### config.mk
export PLATFORM = sky130hd
export DESIGN_NAME = obj_position_ctrl
export DESIGN_NICKNAME = d
export VERILOG_FILES = /design/src/rtl/obj_position_ctrl.sv
export SDC_FILE = /design/constraint.sdc
export NUM_CORES = 1
export LEC_CHECK = 0
export CORE_UTILIZATION = 35
export CTS_BUF_LIST = sky130_fd_sc_hd__clkbuf_4 sky130_fd_sc_hd__clkbuf_8
export DETAILED_ROUTE_END_ITERATION = 16
export DONT_BUFFER_PORTS = 1
export PLACE_DENSITY = 0.6
export SYNTH_ARGS = -nofsm -noshare
export SYNTH_HDL_FRONTEND = slang
export SYNTH_SLANG_ARGS = --single-unit
### constraint.sdc
create_clock -name clk -period 4.4 [get_ports clk]
set_clock_uncertainty 0.15 [all_clocks]
set_input_delay 0.66 -clock clk [delete_from_list [all_inputs] [get_ports clk]]
set_output_delay 0.66 -clock clk [all_outputs]
set_load 0.01 [all_outputs]
### src/rtl/obj_position_ctrl.sv
// Player-object position controller: debounced push-buttons queue one grid step
// each, applied on the frame tick and clamped to the visible area minus one sprite.
module obj_position_ctrl #(
    parameter int DEBOUNCE_CYCLES = 250000,
    parameter int STEP            = 32,
    parameter int X_MAX           = 608,
    parameter int Y_MAX           = 448,
    parameter int X_INIT          = 304,
    parameter int Y_INIT          = 448
) (
    input  logic       clk,
    input  logic       reset,
    input  logic       btn_up,
    input  logic       btn_down,
    input  logic       btn_left,
    input  logic       btn_right,
    input  logic       frame_tick,
    input  logic       respawn,
    output logic [9:0] obj_x_pos,
    output logic [9:0] obj_y_pos,
    output logic       moved,
    output logic       blocked
);

    localparam int              CW       = (DEBOUNCE_CYCLES > 1) ? $clog2(DEBOUNCE_CYCLES) : 1;
    localparam logic [CW-1:0]   CNT_LAST = CW'(DEBOUNCE_CYCLES - 1);
    localparam logic [CW-1:0]   CNT_ONE  = CW'(1);
    localparam logic [10:0]     STEP_W   = 11'(STEP);
    localparam logic [10:0]     X_MAX_W  = 11'(X_MAX);
    localparam logic [10:0]     Y_MAX_W  = 11'(Y_MAX);
    localparam logic [9:0]      X_INIT_P = 10'(X_INIT);
    localparam logic [9:0]      Y_INIT_P = 10'(Y_INIT);

    typedef enum logic [1:0] {
        RELEASED     = 2'd0,
        PRESS_WAIT   = 2'd1,
        HELD         = 2'd2,
        RELEASE_WAIT = 2'd3
    } db_state_t;

    // Bit order everywhere: 0 = up, 1 = down, 2 = left, 3 = right (also the priority order).
    logic [3:0]  btn_raw;
    logic [3:0]  sync1_r;
    logic [3:0]  sync2_r;
    logic [3:0]  press_s;
    logic [3:0]  pending_r;
    logic [10:0] x_w;
    logic [10:0] y_w;
    logic        step_valid_s;
    logic        step_legal_s;
    logic [9:0]  x_next_s;
    logic [9:0]  y_next_s;

    assign btn_raw = {btn_right, btn_left, btn_down, btn_up};
    assign x_w     = {1'b0, obj_x_pos};
    assign y_w     = {1'b0, obj_y_pos};

    // Two-flop synchronizer for the asynchronous buttons.
    always_ff @(posedge clk) begin
        if (reset) begin
            sync1_r <= 4'b0000;
            sync2_r <= 4'b0000;
        end else begin
            sync1_r <= btn_raw;
            sync2_r <= sync1_r;
        end
    end

    for (genvar i = 0; i < 4; i++) begin : g_db
        db_state_t     state_r;
        db_state_t     state_s;
        logic [CW-1:0] cnt_r;
        logic [CW-1:0] cnt_s;
        logic          press_b;

        always_ff @(posedge clk) begin
            if (reset) begin
                state_r <= RELEASED;
                cnt_r   <= '0;
            end else begin
                state_r <= state_s;
                cnt_r   <= cnt_s;
            end
        end

        // Only the PRESS_WAIT -> HELD edge counts as a press; a bounce back from
        // RELEASE_WAIT re-enters HELD silently, so a held button steps once.
        always_comb begin
            state_s = state_r;
            cnt_s   = cnt_r;
            press_b = 1'b0;
            case (state_r)
                RELEASED: begin
                    cnt_s = '0;
                    if (sync2_r[i]) begin
                        state_s = PRESS_WAIT;
                    end else begin
                        state_s = RELEASED;
                    end
                end
                PRESS_WAIT: begin
                    if (!sync2_r[i]) begin
                        state_s = RELEASED;
                        cnt_s   = '0;
                    end else if (cnt_r == CNT_LAST) begin
                        state_s = HELD;
                        cnt_s   = '0;
                        press_b = 1'b1;
                    end else begin
                        cnt_s = cnt_r + CNT_ONE;
                    end
                end
                HELD: begin
                    cnt_s = '0;
                    if (!sync2_r[i]) begin
                        state_s = RELEASE_WAIT;
                    end else begin
                        state_s = HELD;
                    end
                end
                RELEASE_WAIT: begin
                    if (sync2_r[i]) begin
                        state_s = HELD;
                        cnt_s   = '0;
                    end else if (cnt_r == CNT_LAST) begin
                        state_s = RELEASED;
                        cnt_s   = '0;
                    end else begin
                        cnt_s = cnt_r + CNT_ONE;
                    end
                end
                default: begin
                    state_s = RELEASED;
                    cnt_s   = '0;
                end
            endcase
        end

        assign press_s[i] = press_b;
    end

    // Select the highest-priority pending direction and bounds-check it in 11 bits.
    always_comb begin
        step_valid_s = 1'b0;
        step_legal_s = 1'b0;
        x_next_s     = obj_x_pos;
        y_next_s     = obj_y_pos;
        if (pending_r[0]) begin
            step_valid_s = 1'b1;
            step_legal_s = (y_w >= STEP_W);
            y_next_s     = 10'(y_w - STEP_W);
        end else if (pending_r[1]) begin
            step_valid_s = 1'b1;
            step_legal_s = ((y_w + STEP_W) <= Y_MAX_W);
            y_next_s     = 10'(y_w + STEP_W);
        end else if (pending_r[2]) begin
            step_valid_s = 1'b1;
            step_legal_s = (x_w >= STEP_W);
            x_next_s     = 10'(x_w - STEP_W);
        end else if (pending_r[3]) begin
            step_valid_s = 1'b1;
            step_legal_s = ((x_w + STEP_W) <= X_MAX_W);
            x_next_s     = 10'(x_w + STEP_W);
        end else begin
            step_valid_s = 1'b0;
        end
    end

    // Position, pending flags and status pulses; respawn beats frame_tick.
    always_ff @(posedge clk) begin
        if (reset) begin
            obj_x_pos <= X_INIT_P;
            obj_y_pos <= Y_INIT_P;
            pending_r <= 4'b0000;
            moved     <= 1'b0;
            blocked   <= 1'b0;
        end else if (respawn) begin
            obj_x_pos <= X_INIT_P;
            obj_y_pos <= Y_INIT_P;
            pending_r <= 4'b0000;
            moved     <= 1'b0;
            blocked   <= 1'b0;
        end else if (frame_tick) begin
            // Presses landing on the tick edge survive into the next frame.
            pending_r <= press_s;
            moved     <= step_valid_s & step_legal_s;
            blocked   <= step_valid_s & ~step_legal_s;
            if (step_valid_s && step_legal_s) begin
                obj_x_pos <= x_next_s;
                obj_y_pos <= y_next_s;
            end
        end else begin
            pending_r <= pending_r | press_s;
            moved     <= 1'b0;
            blocked   <= 1'b0;
        end
    end

endmodule

==> flow_summary.json, run 1 <==
{
  "synth_edf_count": 0,
  "synth_fa_ha_area_frac": 0.0278,
  "clkSlewWorstSetupHoldPaths_ns": 0.10,
  "htree_levels": 3,
  "cts_hold_buf": 0,
  "synth_top_cell_area_share": 0.421,
  "post_cts_buffers": 0,
  "drc_errors": 0,
  "tns_ns": 0,
  "syn_to_final_growth_pct": 6.37,
  "maxCapViolCount": 0,
  "fmax_mhz": 374,
  "cts_tree": "done",
  "synth-xor-area-share": 0.115,
  "dieArea_sq_mm": 0.0146,
  "grt_pass1_wl_mm": 15.7,
  "ctsLongestPathBuffers": 2,
  "seq_power_share": 0.596,
  "rsz0062_at_grt": "no",
  "dp_hpwl_mm": 6.33,
  "layoutNonFillerInstCount": 742,
  "syn_avg_cell_area_sq_um": 8.79,
  "cts_made_buffers": 9,
  "clk_root_buffer_cell": "clkbuf_8",
  "path_class": "reg2reg",
  "clk_latency_ns": 0.38,
  "synth-simple-area-share": 0.296,
  "powerDensity_mw_per_mm2": 302,
  "dieHeight_um": 121,
  "gp_congestion": 0.817,
  "synth_top_family_by_area": "simple AND/OR/NAND/NOR gates",
  "wl_mm": 8.98,
  "synthArstFlopShare": 0,
  "fp.dieW_um": 121,
  "synth-compound-area-share": 0.0854,
  "grt_overflow": 0,
  "fin_crit_sh": 0.607,
  "grt_max_degree": 22,
  "ys_warn_count": 0,
  "p_int_mw": 1.25,
  "dp.cells": 726,
  "yosysUniqueCellTypes": 60,
  "path_delay_family": "compound AO/OA/AOI/OAI gates",
  "worst_setup_path_start_kind": "register",
  "cp.depth": 7,
  "hp-class": "in2reg",
  "avgRoutedWirePerCell_um": 12.1,
  "status": "finished, final reports clean",
  "synth-seq-cells": 104,
  "synth_flop_cell": "dfxtp_1",
  "cp_cell_sequence": "inv_1, ha_1, nor2b_1, o21ai_0, a2111oi_2, nor2_4, o32a_1",
  "p_leak_nw": 1.70,
  "peakVddDrop_v": 0.000142,
  "syn_inst": 563,
  "syn-cell-area_sq_mm": 0.00495,
  "ys_top_cells_by_count": "dfxtp_1 (104), nor2_1 (87), xor2_1 (37), nand3_1 (35), xnor2_1 (28)",
  "report.final.slew_viol_count": 0,
  "start_util": 0.358,
  "critPathMaxStageDelay_ns": 0.79,
  "holdPathStages": 1,
  "crit_path_max_fanout": 9,
  "ys_top_cells_by_area": "dfxtp_1 (42%), nor2_1 (6.6%), xor2_1 (6.5%), xnor2_1 (5.0%), nand3_1 (3.5%)",
  "slowest_stage": "a2111oi_2",
  "first_iter_violations": 213,
  "setup_viol": 0,
  "relSlewSlack": 0.261,
  "rr_worst_depth": 7,
  "clock_power_share": 0.394,
  "fp-row-count": 43,
  "yosysSeqAreaShare": 0.421,
  "num_vias": 3748,
  "design.portCount": 30,
  "tightestPinTransition_ns": 1.11,
  "core_sq_mm": 0.0138,
  "period_needed_ns": 2.67,
  "ant_nets": 0,
  "holdWs_ns": 0.190,
  "worstPathRequired_ns": 4.53,
  "synth_most_common_cell": "dfxtp_1",
  "switching_power_uw": 337,
  "crit_path_end_kind": "register",
  "grt_use_total": 0.132,
  "dr.pass1.iters": 5,
  "path_buf_inv": 1,
  "critPathArrivalTime_ns": 2.80,
  "grt_antenna_before_repair": 0,
  "pwr-share-comb": 0.010,
  "synth.largest_area_cell": "dfxtp_1",
  "hold_violations": 0,
  "diodes": 0,
  "portBuffers": 0,
  "muxShareOfSynthArea": 0.0101,
  "switching_share": 0.212,
  "grt_pass1_vias": 3528,
  "layout.nets": 576,
  "vias_per_cell": 5.05,
  "cts-resized-gates": 0,
  "drive_above_1_share": 0.0480,
  "post-route-util": 0.381,
  "cts.sinks": 104
}
## power groups by stage
stage	Combinational [mW]	Sequential [mW]	Clock, mW
2_1_floorplan	0.0232	0.969	0
3_3_place_gp	0.0153	0.969	0
4_1_cts	0.0155	0.947	0.646
3_5_place_dp	0.0155	0.969	0
6_report	0.0154	0.947	0.627
5_1_grt	0.0177	0.948	0.682
## registers in the layout (all words and copies together), names as in the netlist, named ones only
| register | count |
|---|---|
| moved | 1 |
| g_db.cnt_r | 72 |
| blocked | 1 |
| sync1_r | 4 |
| obj_x_pos | 5 |
| sync2_r | 4 |
| obj_y_pos | 5 |
| g_db.state_r | 4 |
| pending_r | 4 |
## stage by stage
| stage | power, mW | area (sq um) | setup WS [ns] |
|---|---|---|---|
| 2_1_floorplan | 0.992 | 4980 | 2.04 |
| 3_3_place_gp | 0.984 | 5050 | 1.86 |
| 3_5_place_dp | 0.985 | 5050 | 1.74 |
| 4_1_cts | 1.61 | 5270 | 1.72 |
| 5_1_grt | 1.65 | 5270 | 1.47 |
| 6_report | 1.59 | 5270 | 1.73 |
## cell type report
class                   count  area [sq um]
inverters                  17          63.8
clock inverters             4          52.6
flip-flops and latches    104          2080
well taps                 180           225
fillers                  1380          8560
multi-input cells         425          2680
clock buffers              12           159
## per-layer routing
metal  GRT usage  vias to the layer above  part of all wire
li1            -                     1939                 -
met1       0.159                     1734              0.48
met2       0.218                       56              0.46
met3      0.0244                       19             0.027
met4      0.0748                        0             0.027
met5           0                        -                 0
## cell families (layout without fill, tap and decap cells)
logic type | Yosys count | after routing
multiplexers | 5 | 5
flip-flops | 104 | 104
buffers and inverters | 42 | 33
adder cells (fa/ha/maj) | 11 | 11
XOR/XNOR | 65 | 65
AND/OR/NAND/NOR | 276 | 276
AO/OA/AOI/OAI | 58 | 58
other | 2 | 10
## layout by cell type, fill, tap and decap left out, types with 12 or more instances in the layout
master / count
nand4_1: 20
xnor2_1: 28
nor2b_1: 12
dfxtp_1: 104
xor2_1: 37
a21oi_1: 17
nor3_1: 17
nand2_1: 27
nor2_1: 87
inv_1: 17
nand3_1: 35
## final timing paths
kind                       end         start  slack, ns
hold reg to reg     sync2_r[3]    sync1_r[3]       0.30
setup reg to reg  obj_y_pos[6]  obj_y_pos[5]       1.73
setup / recovery  obj_y_pos[6]  obj_y_pos[5]       1.73
hold / removal        register         reset       0.19
Note: power is estimated with default switching activity, not from simulation.
==> inputs of run 2 (changes only) <==
==> constraint.sdc (replaced) <==
create_clock -name clk -period 2.6 [get_ports clk]
set_clock_uncertainty 0.15 [all_clocks]
set_input_delay 0.39 -clock clk [delete_from_list [all_inputs] [get_ports clk]]
set_output_delay 0.39 -clock clk [all_outputs]
set_load 0.01 [all_outputs]
==> run 2 against run 1 <==
Power grew 63%. Core utilization up 0.52 points. Critical endpoint is now obj_x_pos[7]. Via count barely moved. Clock-buffer cell count decreased by 3. Critical path depth fell by 1. Design area up 1.4%.
==> flow_summary.json, run 2 (synthesis gave the netlist of run 1 again) <==
{
  "status": "finished, final reports clean",
  "holdPathStages": 2,
  "p_leak_nw": 1.73,
  "fin_crit_sh": 0.931,
  "drc_errors": 0,
  "vias_per_cell": 4.97,
  "dr.pass1.iters": 4,
  "fmax_mhz": 413,
  "first_iter_violations": 202,
  "cts_made_buffers": 9,
  "final_cell_mix": "dfxtp_1 (104), nor2_1 (87), xor2_1 (37), nand3_1 (35), xnor2_1 (28)",
  "grt_use_total": 0.132,
  "grt_overflow": 0,
  "grt_pass1_vias": 3584,
  "ctsLongestPathBuffers": 2,
  "avgRoutedWirePerCell_um": 12.0,
  "wl_mm": 9.07,
  "core_sq_mm": 0.0138,
  "post-route-util": 0.386,
  "crit_path_end_kind": "register",
  "num_vias": 3745,
  "portBuffers": 0,
  "clk_latency_ns": 0.37,
  "grt_max_degree": 19,
  "relSlewSlack": 0.571,
  "setup_viol": 0,
  "cts-resized-gates": 0,
  "layout.nets": 588,
  "grt_antenna_before_repair": 0,
  "cts_tree": "done",
  "hp-class": "in2reg",
  "holdWs_ns": 0.0348,
  "start_util": 0.358,
  "r2r_slack_ns": 0.18,
  "clk_root_buffer_cell": "clkbuf_8",
  "final_common_cell": "dfxtp_1",
  "critPathArrivalTime_ns": 2.58,
  "clkSlewWorstSetupHoldPaths_ns": 0.11,
  "peakVddDrop_v": 0.000229,
  "fp.dieW_um": 121,
  "syn_to_final_growth_pct": 7.81,
  "fp-row-count": 43,
  "drive_above_1_share": 0.0592,
  "top_regs": "g_db.cnt_r x72, obj_x_pos x5, obj_y_pos x5",
  "tns_ns": 0,
  "htree_levels": 3,
  "regMostFlops": "g_db.cnt_r",
  "maxCapViolCount": 0,
  "gp_congestion": 0.849,
  "path_class": "reg2reg",
  "worst_setup_path_start_kind": "register",
  "powerDensity_mw_per_mm2": 484,
  "ant_nets": 0,
  "tightestPinTransition_ns": 0.636,
  "design.portCount": 30,
  "dp_hpwl_mm": 6.42,
  "period_needed_ns": 2.42,
  "diodes": 0,
  "cts.sinks": 104,
  "rr_worst_depth": 6,
  "largest_reg_flops": 72,
  "report.final.slew_viol_count": 0,
  "grt_pass1_wl_mm": 15.9,
  "rsz0062_at_grt": "no",
  "dieHeight_um": 121,
  "crit_path_max_fanout": 10,
  "hold_violations": 0,
  "worstPathRequired_ns": 2.76,
  "dieArea_sq_mm": 0.0146
}
[run 2: cell count changes in the layout (fill, tap and decap cells not counted), sizes merged]
| cell | delta |
|---|---|
| buf | +7 |
| clkbuf | -3 |
| inv | +2 |
| clkinv | -1 |
| dlygate4sd3 | +5 |
| clkinvlp | +3 |
| bufinv | -1 |
[run 2: metrics by stage]
step | total power, mW | area, sq um | setup WS, ns | cells
global route | 2.69 | 5340 | 0.0367 | 754
CTS | 2.63 | 5340 | 0.192 | 754
detailed placement | 1.67 | 5110 | 0.209 | 733
global placement | 1.67 | 5110 | 0.289 | 733
floorplan | 1.68 | 4980 | 0.238 | 571
finish | 2.58 | 5340 | 0.180 | 754
[run 2: where the power goes]
group | internal, mW | switching, mW
clock network | 0.358 | 0.585
registers | 1.60 | 0.00401
logic | 0.0153 | 0.0212
total | 1.97 | 0.611
[run 2: per-layer routing]
| metal | track usage | vias up | routed length [um] |
|---|---|---|---|
| li1 | - | 1949 | - |
| met1 | 0.165 | 1739 | 4360 |
| met2 | 0.227 | 44 | 4330 |
| met3 | 0.0268 | 13 | 236 |
| met4 | 0.0440 | 0 | 145 |
| met5 | 0 | - | 0 |
[run 2: cell type report]
type	instances	area, sq um
fillers	1370	8490
multi-input cells	425	2680
flip-flops and latches	104	2080
well taps	180	225
clock buffers	9	124
repair buffers	12	103
inverters	17	63.8
clock inverters	7	56.3
[run 2: timing repair]
| action | CTS | global route |
|---|---|---|
| setup buffers | 0 | 0 |
| hold endpoints to repair | 15 | 0 |
| hold buffers | 5 | 0 |
[run 2: worst paths after layout]
check                      end          from
setup / recovery  obj_x_pos[7]  obj_x_pos[5]
hold / removal    pending_r[1]    frame_tick
setup reg to reg  obj_x_pos[7]  obj_x_pos[5]
hold reg to reg     sync2_r[2]    sync1_r[2]
[run 2: critical path: stages, from the launching register on]
cell      delay [ns]
dfxtp_1         0.55
ha_1            0.29
nand2_1         0.10
a211oi_1        0.46
nor4b_4         0.15
or4_1           0.52
a21oi_1         0.14
